==> src/rtl/ysyx_24110015_axi_arbiter_if.sv <==
// AXI-Lite bundle shared by the arbiter's requesters
// and its downstream slave port.
interface axi_lite_if;
  logic [31:0] araddr;
  logic        arvalid;
  logic        arready;
  logic [31:0] rdata;
  logic [1:0]  rresp;
  logic        rvalid;
  logic        rready;
  logic [31:0] awaddr;
  logic        awvalid;
  logic        awready;
  logic [31:0] wdata;
  logic [3:0]  wstrb;
  logic        wvalid;
  logic        wready;
  logic [1:0]  bresp;
  logic        bvalid;
  logic        bready;

  modport master (
    output araddr, arvalid, rready,
    output awaddr, awvalid, wdata, wstrb,
    output wvalid, bready,
    input  arready, rdata, rresp, rvalid,
    input  awready, wready, bresp, bvalid
  );

  modport slave (
    input  araddr, arvalid, rready,
    input  awaddr, awvalid, wdata, wstrb,
    input  wvalid, bready,
    output arready, rdata, rresp, rvalid,
    output awready, wready, bresp, bvalid
  );
endinterface

==> src/rtl/ysyx_24110015_axi_arbiter.sv <==
// Two-master AXI-Lite arbiter, one transaction in flight.
// YSYX_24110015_ARB_TRACE_EN enables grant/response tracing.
module ysyx_24110015_axi_arbiter #(
  parameter bit RR_EN = 1'b1
) (
  input logic       clk,
  input logic       rst,
  axi_lite_if.slave  m0,
  axi_lite_if.slave  m1,
  axi_lite_if.master s
);
  typedef enum logic [2:0] {
    IDLE, RADDR, RDATA, WREQ, WRESP
  } state_e;

  state_e r_state, w_state_nxt;
  logic r_g, r_lg, r_aw_done, r_w_done;
  logic w_g_nxt, w_lg_nxt;
  logic w_aw_done_nxt, w_w_done_nxt;

  logic w_req0, w_req1, w_pick, w_pick_wr;
  logic [31:0] w_mi_araddr, w_mi_awaddr, w_mi_wdata;
  logic [3:0]  w_mi_wstrb;
  logic w_mi_arvalid, w_mi_rready, w_mi_awvalid;
  logic w_mi_wvalid, w_mi_bready;

  logic [31:0] w_s_araddr, w_s_awaddr, w_s_wdata;
  logic [3:0]  w_s_wstrb;
  logic w_s_arvalid, w_s_rready, w_s_awvalid;
  logic w_s_wvalid, w_s_bready;

  logic [31:0] w_mo_rdata;
  logic [1:0]  w_mo_rresp, w_mo_bresp;
  logic w_mo_arready, w_mo_rvalid, w_mo_awready;
  logic w_mo_wready, w_mo_bvalid;

  logic w_ar_hs, w_r_hs, w_aw_hs, w_w_hs, w_b_hs;

  assign w_req0 = m0.arvalid | m0.awvalid | m0.wvalid;
  assign w_req1 = m1.arvalid | m1.awvalid | m1.wvalid;
  assign w_pick = (w_req0 & w_req1)
                ? (RR_EN ? ~r_lg : 1'b0) : w_req1;
  assign w_pick_wr = w_pick
                   ? (m1.awvalid | m1.wvalid)
                   : (m0.awvalid | m0.wvalid);

  assign w_mi_araddr  = r_g ? m1.araddr  : m0.araddr;
  assign w_mi_arvalid = r_g ? m1.arvalid : m0.arvalid;
  assign w_mi_rready  = r_g ? m1.rready  : m0.rready;
  assign w_mi_awaddr  = r_g ? m1.awaddr  : m0.awaddr;
  assign w_mi_awvalid = r_g ? m1.awvalid : m0.awvalid;
  assign w_mi_wdata   = r_g ? m1.wdata   : m0.wdata;
  assign w_mi_wstrb   = r_g ? m1.wstrb   : m0.wstrb;
  assign w_mi_wvalid  = r_g ? m1.wvalid  : m0.wvalid;
  assign w_mi_bready  = r_g ? m1.bready  : m0.bready;

  assign w_ar_hs = w_s_arvalid & s.arready;
  assign w_r_hs  = s.rvalid & w_s_rready;
  assign w_aw_hs = w_s_awvalid & s.awready;
  assign w_w_hs  = w_s_wvalid & s.wready;
  assign w_b_hs  = s.bvalid & w_s_bready;

  always_ff @(posedge clk) begin
    if (!rst) begin
      r_state   <= IDLE;
      r_g       <= 1'b0;
      r_lg      <= 1'b1;
      r_aw_done <= 1'b0;
      r_w_done  <= 1'b0;
    end else begin
      r_state   <= w_state_nxt;
      r_g       <= w_g_nxt;
      r_lg      <= w_lg_nxt;
      r_aw_done <= w_aw_done_nxt;
      r_w_done  <= w_w_done_nxt;
    end
  end

  always_comb begin
    w_state_nxt   = r_state;
    w_g_nxt       = r_g;
    w_lg_nxt      = r_lg;
    w_aw_done_nxt = r_aw_done;
    w_w_done_nxt  = r_w_done;
    unique case (r_state)
      IDLE: if (w_req0 | w_req1) begin
        w_g_nxt       = w_pick;
        w_aw_done_nxt = 1'b0;
        w_w_done_nxt  = 1'b0;
        w_state_nxt   = w_pick_wr ? WREQ : RADDR;
      end
      RADDR: if (w_ar_hs) w_state_nxt = RDATA;
      RDATA: if (w_r_hs) begin
        w_state_nxt = IDLE;
        w_lg_nxt    = r_g;
      end
      WREQ: begin
        w_aw_done_nxt = r_aw_done | w_aw_hs;
        w_w_done_nxt  = r_w_done | w_w_hs;
        if (w_aw_done_nxt & w_w_done_nxt)
          w_state_nxt = WRESP;
      end
      WRESP: if (w_b_hs) begin
        w_state_nxt = IDLE;
        w_lg_nxt    = r_g;
      end
      default: w_state_nxt = IDLE;
    endcase
  end

  // Held in reset, the ports look exactly like IDLE.
  always_comb begin
    w_s_araddr   = '0;
    w_s_arvalid  = 1'b0;
    w_s_rready   = 1'b0;
    w_s_awaddr   = '0;
    w_s_awvalid  = 1'b0;
    w_s_wdata    = '0;
    w_s_wstrb    = '0;
    w_s_wvalid   = 1'b0;
    w_s_bready   = 1'b0;
    w_mo_arready = 1'b0;
    w_mo_rdata   = '0;
    w_mo_rresp   = '0;
    w_mo_rvalid  = 1'b0;
    w_mo_awready = 1'b0;
    w_mo_wready  = 1'b0;
    w_mo_bresp   = '0;
    w_mo_bvalid  = 1'b0;
    if (rst) begin
      unique case (r_state)
        RADDR: begin
          w_s_araddr   = w_mi_araddr;
          w_s_arvalid  = w_mi_arvalid;
          w_mo_arready = s.arready;
        end
        RDATA: begin
          w_mo_rdata  = s.rdata;
          w_mo_rresp  = s.rresp;
          w_mo_rvalid = s.rvalid;
          w_s_rready  = w_mi_rready;
        end
        WREQ: begin
          w_s_awaddr   = w_mi_awaddr;
          w_s_awvalid  = w_mi_awvalid & ~r_aw_done;
          w_mo_awready = s.awready & ~r_aw_done;
          w_s_wdata    = w_mi_wdata;
          w_s_wstrb    = w_mi_wstrb;
          w_s_wvalid   = w_mi_wvalid & ~r_w_done;
          w_mo_wready  = s.wready & ~r_w_done;
        end
        WRESP: begin
          w_mo_bresp  = s.bresp;
          w_mo_bvalid = s.bvalid;
          w_s_bready  = w_mi_bready;
        end
        default: ;
      endcase
    end
  end

  assign s.araddr  = w_s_araddr;
  assign s.arvalid = w_s_arvalid;
  assign s.rready  = w_s_rready;
  assign s.awaddr  = w_s_awaddr;
  assign s.awvalid = w_s_awvalid;
  assign s.wdata   = w_s_wdata;
  assign s.wstrb   = w_s_wstrb;
  assign s.wvalid  = w_s_wvalid;
  assign s.bready  = w_s_bready;

  assign m0.arready = ~r_g & w_mo_arready;
  assign m0.rvalid  = ~r_g & w_mo_rvalid;
  assign m0.rdata   = r_g ? '0 : w_mo_rdata;
  assign m0.rresp   = r_g ? '0 : w_mo_rresp;
  assign m0.awready = ~r_g & w_mo_awready;
  assign m0.wready  = ~r_g & w_mo_wready;
  assign m0.bvalid  = ~r_g & w_mo_bvalid;
  assign m0.bresp   = r_g ? '0 : w_mo_bresp;

  assign m1.arready = r_g & w_mo_arready;
  assign m1.rvalid  = r_g & w_mo_rvalid;
  assign m1.rdata   = r_g ? w_mo_rdata : '0;
  assign m1.rresp   = r_g ? w_mo_rresp : '0;
  assign m1.awready = r_g & w_mo_awready;
  assign m1.wready  = r_g & w_mo_wready;
  assign m1.bvalid  = r_g & w_mo_bvalid;
  assign m1.bresp   = r_g ? w_mo_bresp : '0;

`ifdef YSYX_24110015_ARB_TRACE_EN
  logic [63:0] r_cyc;
  logic [31:0] r_taddr;
  always_ff @(posedge clk) begin
    if (!rst) begin
      r_cyc   <= '0;
      r_taddr <= '0;
    end else begin
      r_cyc <= r_cyc + 64'd1;
      if (w_ar_hs) r_taddr <= w_s_araddr;
      if (w_aw_hs) r_taddr <= w_s_awaddr;
      if (r_state == IDLE && (w_req0 | w_req1))
        $display("[arb] cyc=%0d grant=m%0d %s",
                 r_cyc, w_pick, w_pick_wr ? "W" : "R");
      if (r_state == RDATA && w_r_hs)
        $display("[arb] cyc=%0d R addr=%h resp=%0d",
                 r_cyc, r_taddr, s.rresp);
      if (r_state == WRESP && w_b_hs)
        $display("[arb] cyc=%0d W addr=%h resp=%0d",
                 r_cyc, r_taddr, s.bresp);
    end
  end
`endif
endmodule

==> src/flat_wrapper.sv <==
// flat-port wrapper written by rule: the top's interface ports become plain ports
module ysyx_24110015_axi_arbiter_flat 
#(
  parameter bit RR_EN = 1'b1
)
  (clk, rst, m0_araddr, m0_arvalid, m0_rready, m0_awaddr, m0_awvalid, m0_wdata, m0_wstrb, m0_wvalid, m0_bready, m0_arready, m0_rdata, m0_rresp, m0_rvalid, m0_awready, m0_wready, m0_bresp, m0_bvalid, m1_araddr, m1_arvalid, m1_rready, m1_awaddr, m1_awvalid, m1_wdata, m1_wstrb, m1_wvalid, m1_bready, m1_arready, m1_rdata, m1_rresp, m1_rvalid, m1_awready, m1_wready, m1_bresp, m1_bvalid, s_araddr, s_arvalid, s_rready, s_awaddr, s_awvalid, s_wdata, s_wstrb, s_wvalid, s_bready, s_arready, s_rdata, s_rresp, s_rvalid, s_awready, s_wready, s_bresp, s_bvalid);
  axi_lite_if m0_i ();
  axi_lite_if m1_i ();
  axi_lite_if s_i ();
  input logic clk;
  input logic rst;
  input wire logic [$bits(m0_i.araddr)-1:0] m0_araddr;
  input wire logic [$bits(m0_i.arvalid)-1:0] m0_arvalid;
  input wire logic [$bits(m0_i.rready)-1:0] m0_rready;
  input wire logic [$bits(m0_i.awaddr)-1:0] m0_awaddr;
  input wire logic [$bits(m0_i.awvalid)-1:0] m0_awvalid;
  input wire logic [$bits(m0_i.wdata)-1:0] m0_wdata;
  input wire logic [$bits(m0_i.wstrb)-1:0] m0_wstrb;
  input wire logic [$bits(m0_i.wvalid)-1:0] m0_wvalid;
  input wire logic [$bits(m0_i.bready)-1:0] m0_bready;
  output wire logic [$bits(m0_i.arready)-1:0] m0_arready;
  output wire logic [$bits(m0_i.rdata)-1:0] m0_rdata;
  output wire logic [$bits(m0_i.rresp)-1:0] m0_rresp;
  output wire logic [$bits(m0_i.rvalid)-1:0] m0_rvalid;
  output wire logic [$bits(m0_i.awready)-1:0] m0_awready;
  output wire logic [$bits(m0_i.wready)-1:0] m0_wready;
  output wire logic [$bits(m0_i.bresp)-1:0] m0_bresp;
  output wire logic [$bits(m0_i.bvalid)-1:0] m0_bvalid;
  input wire logic [$bits(m1_i.araddr)-1:0] m1_araddr;
  input wire logic [$bits(m1_i.arvalid)-1:0] m1_arvalid;
  input wire logic [$bits(m1_i.rready)-1:0] m1_rready;
  input wire logic [$bits(m1_i.awaddr)-1:0] m1_awaddr;
  input wire logic [$bits(m1_i.awvalid)-1:0] m1_awvalid;
  input wire logic [$bits(m1_i.wdata)-1:0] m1_wdata;
  input wire logic [$bits(m1_i.wstrb)-1:0] m1_wstrb;
  input wire logic [$bits(m1_i.wvalid)-1:0] m1_wvalid;
  input wire logic [$bits(m1_i.bready)-1:0] m1_bready;
  output wire logic [$bits(m1_i.arready)-1:0] m1_arready;
  output wire logic [$bits(m1_i.rdata)-1:0] m1_rdata;
  output wire logic [$bits(m1_i.rresp)-1:0] m1_rresp;
  output wire logic [$bits(m1_i.rvalid)-1:0] m1_rvalid;
  output wire logic [$bits(m1_i.awready)-1:0] m1_awready;
  output wire logic [$bits(m1_i.wready)-1:0] m1_wready;
  output wire logic [$bits(m1_i.bresp)-1:0] m1_bresp;
  output wire logic [$bits(m1_i.bvalid)-1:0] m1_bvalid;
  output wire logic [$bits(s_i.araddr)-1:0] s_araddr;
  output wire logic [$bits(s_i.arvalid)-1:0] s_arvalid;
  output wire logic [$bits(s_i.rready)-1:0] s_rready;
  output wire logic [$bits(s_i.awaddr)-1:0] s_awaddr;
  output wire logic [$bits(s_i.awvalid)-1:0] s_awvalid;
  output wire logic [$bits(s_i.wdata)-1:0] s_wdata;
  output wire logic [$bits(s_i.wstrb)-1:0] s_wstrb;
  output wire logic [$bits(s_i.wvalid)-1:0] s_wvalid;
  output wire logic [$bits(s_i.bready)-1:0] s_bready;
  input wire logic [$bits(s_i.arready)-1:0] s_arready;
  input wire logic [$bits(s_i.rdata)-1:0] s_rdata;
  input wire logic [$bits(s_i.rresp)-1:0] s_rresp;
  input wire logic [$bits(s_i.rvalid)-1:0] s_rvalid;
  input wire logic [$bits(s_i.awready)-1:0] s_awready;
  input wire logic [$bits(s_i.wready)-1:0] s_wready;
  input wire logic [$bits(s_i.bresp)-1:0] s_bresp;
  input wire logic [$bits(s_i.bvalid)-1:0] s_bvalid;
  assign m0_i.araddr = m0_araddr;
  assign m0_i.arvalid = m0_arvalid;
  assign m0_i.rready = m0_rready;
  assign m0_i.awaddr = m0_awaddr;
  assign m0_i.awvalid = m0_awvalid;
  assign m0_i.wdata = m0_wdata;
  assign m0_i.wstrb = m0_wstrb;
  assign m0_i.wvalid = m0_wvalid;
  assign m0_i.bready = m0_bready;
  assign m0_arready = m0_i.arready;
  assign m0_rdata = m0_i.rdata;
  assign m0_rresp = m0_i.rresp;
  assign m0_rvalid = m0_i.rvalid;
  assign m0_awready = m0_i.awready;
  assign m0_wready = m0_i.wready;
  assign m0_bresp = m0_i.bresp;
  assign m0_bvalid = m0_i.bvalid;
  assign m1_i.araddr = m1_araddr;
  assign m1_i.arvalid = m1_arvalid;
  assign m1_i.rready = m1_rready;
  assign m1_i.awaddr = m1_awaddr;
  assign m1_i.awvalid = m1_awvalid;
  assign m1_i.wdata = m1_wdata;
  assign m1_i.wstrb = m1_wstrb;
  assign m1_i.wvalid = m1_wvalid;
  assign m1_i.bready = m1_bready;
  assign m1_arready = m1_i.arready;
  assign m1_rdata = m1_i.rdata;
  assign m1_rresp = m1_i.rresp;
  assign m1_rvalid = m1_i.rvalid;
  assign m1_awready = m1_i.awready;
  assign m1_wready = m1_i.wready;
  assign m1_bresp = m1_i.bresp;
  assign m1_bvalid = m1_i.bvalid;
  assign s_araddr = s_i.araddr;
  assign s_arvalid = s_i.arvalid;
  assign s_rready = s_i.rready;
  assign s_awaddr = s_i.awaddr;
  assign s_awvalid = s_i.awvalid;
  assign s_wdata = s_i.wdata;
  assign s_wstrb = s_i.wstrb;
  assign s_wvalid = s_i.wvalid;
  assign s_bready = s_i.bready;
  assign s_i.arready = s_arready;
  assign s_i.rdata = s_rdata;
  assign s_i.rresp = s_rresp;
  assign s_i.rvalid = s_rvalid;
  assign s_i.awready = s_awready;
  assign s_i.wready = s_wready;
  assign s_i.bresp = s_bresp;
  assign s_i.bvalid = s_bvalid;
  ysyx_24110015_axi_arbiter #(.RR_EN(RR_EN)) u_core (.clk(clk), .rst(rst), .m0(m0_i), .m1(m1_i), .s(s_i));
endmodule
==> config.mk <==
export PLATFORM = sky130hd
export DESIGN_NAME = ysyx_24110015_axi_arbiter_flat
export DESIGN_NICKNAME = d
export VERILOG_FILES = /design/src/rtl/ysyx_24110015_axi_arbiter_if.sv /design/src/rtl/ysyx_24110015_axi_arbiter.sv /design/src/flat_wrapper.sv
export SDC_FILE = /design/constraint.sdc
export NUM_CORES = 1
export LEC_CHECK = 0
export CAP_MARGIN = 20
export CORE_AREA = 2 2 170 172
export DETAILED_ROUTE_END_ITERATION = 12
export DIE_AREA = 0 0 172 174
export PLACE_DENSITY = 0.52
export SYNTH_ARGS = -nofsm -noshare
export SYNTH_HDL_FRONTEND = slang
export SYNTH_SLANG_ARGS = --single-unit
==> constraint.sdc <==
create_clock -name clk -period 1.7 [get_ports clk]
set_input_delay 0.34 -clock clk [delete_from_list [all_inputs] [get_ports clk]]
set_output_delay 0.34 -clock clk [all_outputs]
set_load 0.01 [all_outputs]
==> flow_metrics.env <==
export IMPL_grt_max_degree=36
export IMPL_critical_path_class="flip-flop to output port"
export IMPL_clockBufferDepth=2
export IMPL_maxCapViolations=0
export IMPL_hold_buffers=0
export IMPL_cp_arrival_ns=1.68
export IMPL_numPortBuffers=439
export IMPL_synth_warnings=0
export IMPL_startpoint_type="flip-flop"
export IMPL_syn_nets=645
export IMPL_r2r_start="u_core.r_g"
export IMPL_synth_top_area_share_pct=41.2
export IMPL_finalWeightedCongestion=0.744
export IMPL_die_height_um=174
export IMPL_dieArea_um2=29900
export IMPL_grtUsageTotal_pct=11.2
export IMPL_finalSetupTns_ns=-34.97
export IMPL_cts_tree="done"
export IMPL_crit_chain="and2b_2 > buf_6 > and3_4 > buf_6 > buf_6 > and2_1 > buf_2"
export IMPL_ys_seq_elements=7
export IMPL_hpwl_mm=15.4
export IMPL_slowest_stage="dfxtp_2"
export IMPL_grt_use_met3_pct=2.80
export IMPL_cts_sinks=7
export IMPL_final_core_util_pct=33.1
export IMPL_drt_iter0_drc=79
export IMPL_fin_ws_ns=-0.322
export IMPL_wl_per_cell_um=15.9
export IMPL_synth_area_leader_cell="mux2i_1"
export IMPL_initial_core_util_pct=9.13
export IMPL_synthTopCellsByArea="mux2i_1, and2_1, nor2_1"
export IMPL_groute_layer_met2_usage_pct=23.6
export IMPL_num_rows=62
export IMPL_clkLatencyLatePin_ns=0.23
export IMPL_htree_num_levels=1
export IMPL_rrSetupSlack_ns=-0.18
export IMPL_rsz0062_at_grt="true"
export IMPL_synth_cells=392
export IMPL_synthToLayoutAreaGrowth_pct=263
export IMPL_critPathMaxStageDelay_ns=0.31
export IMPL_drt_pre_antenna_iters=4
export IMPL_slew_violations=0
export IMPL_r2r_end="u_core.r_state[1]"
export IMPL_layout_common_cells="clkdlybuf4s50_1, buf_6, mux2i_1, nor2_4, buf_2"
export IMPL_crit_fanout=8
export IMPL_slew_headroom_pct=79.2
export IMPL_hold_class="flip-flop to flip-flop"
export IMPL_status="complete, but fails checks"
export IMPL_busiest_layer="met2"
export IMPL_avgViaCountPerCell=3.71
export IMPL_num_nets_final=1166
export IMPL_ys_types=33
export IMPL_layout_min_cycle_time_ns=2.02
export IMPL_violations="negative setup slack"
export IMPL_ant_nets=0
export IMPL_cpMostUsedCell="buf_6"
export IMPL_power_density_nw_per_um2=616
export IMPL_cp_end_kind="output port"
export IMPL_cts_root_buf="clkbuf_16"
export IMPL_drive_gt1_share_pct=49.6
export IMPL_drcViolationCount=0
export IMPL_use_met1_pct=10.6
export IMPL_grt_ovfl_total=0
export IMPL_skew_ns=0.000899
export IMPL_clkTransAtPathRegs_ns=0.04
export IMPL_setup_viol=186
export IMPL_avgSynthCellArea_um2=6.58
export IMPL_grt_pass1_vias=4682
export IMPL_drt_wl_total_mm=20.6
export IMPL_irDropWorstVdd_v=0.000393
export IMPL_fin_crit_sh_pct=119
export IMPL_dieWidth_um=172
export IMPL_via_count=4820
export IMPL_antenna_found_initial=1
export IMPL_r2r_worst_path_cells=8
export IMPL_io_pins=440
export IMPL_holdPathStages=2
export IMPL_mappedNetlistArea_um2=2580
export IMPL_coreArea_um2=28200
export IMPL_worstHoldStart="u_core.r_lg"
export IMPL_worst_pin_slew_ns=0.304
export IMPL_hold_viol_final=0
export IMPL_max_freq_mhz=495
export IMPL_final_common_cell="clkdlybuf4s50_1"
export IMPL_grt_pass1_wl_mm=26.0
export IMPL_p_leak_nw=3.96
export IMPL_cts_buffers=3
export IMPL_worstPathRequired_ns=1.36
export IMPL_hold_path_end="u_core.r_lg"
export IMPL_crit_start="u_core.r_state[2]"
export IMPL_seq_area_frac_synth_pct=5.44
[layout make-up]
type	count	area (µm²)
diodes	2	5.00
clock buffers	4	78.8
fillers	2965	18900
inverters	5	18.8
multi-input cells	347	3150
flip-flops and latches	7	146
well taps	384	480
repair buffers	549	5480
[how the worst max path moves through the flow]
stage / to / slack (ns) / depth (start not counted)
CTS: s_wdata[25] / -0.63 / 5
global route: s_wdata[22] / -0.37 / 7
global placement: m0_bresp[0] / -0.95 / 8
finish: m1_rdata[1] / -0.32 / 7
detailed placement: m0_bresp[0] / -0.98 / 8
floorplan: s_awaddr[15] / -0.01 / 5
[worst max-delay path: cells and delay by family (launching register included)]
family	cells	cell delay [ns]
buf+inv	4	0.50
simple gates	3	0.64
flops	1	0.31
[kinds of logic (layout without fill, tap and decap cells)]
logic type	Yosys count	after routing	share of synthesized area (%)
AND/OR/NAND/NOR	221	221	41.7
buffers and inverters	38	558	6.31
other	0	2	0
flip-flops	7	7	5.44
AO/OA/AOI/OAI	20	20	5.44
multiplexers	106	106	41.2
[synth_stat cells, drive strengths merged]
cell,count
buf,14
or4,2
o21ai,4
o221a,1
o22ai,1
nor4b,2
o211a,1
o41ai,1
a22oi,2
nand2,9
nand4,1
or3,2
o31ai,1
nand3,3
nor3,3
a221oi,1
and2,73
inv,5
nor2,115
nor4,1
mux2i,106
o21bai,2
dfxtp,7
and2b,1
nor2b,1
a311oi,1
a21oi,4
o2111ai,1
clkbuf,19
and3,8
[stage by stage]
stage	instances	setup slack (ns)	hold WS [ns]	area (µm²)	power [mW]
final	1298	-0.322	0.514	9360	5.77
after CTS	1252	-0.628	0.512	7990	4.55
after detailed placement	1243	-0.984	0.501	7920	4.04
after global routing	1298	-0.368	0.554	9360	6.11
after global placement	1243	-0.947	0.493	7920	4.04
after floorplan	392	-0.0104	0.468	2580	1.89
[routing by layer]
layer,routed length (µm),share of wire [%]
met1,7090,34
met2,11600,56
met3,1780,8.6
met4,184,0.89
met5,0,0
[power breakdown]
part / total [mW] / switching, mW / internal, mW
clock: 0.409 / 0.0960 / 0.313
sequential: 0.290 / 0.0643 / 0.226
combinational: 5.07 / 2.15 / 2.91
total: 5.77 / 2.31 / 3.45
[repair_timing]
action                                  CTS  global route
gates resized for setup                 249           752
setup buffers                             2            33
pin swaps                                 6            96
gates cloned                              3            13
endpoints found under the setup margin  192           193
[state kept, by name (all words and copies together) (netlist names)]
signal,cells
u_core.r_aw_done,1
u_core.r_g,1
u_core.r_lg,1
u_core.r_state,3
u_core.r_w_done,1
Note: power is estimated with default switching activity, not from simulation.
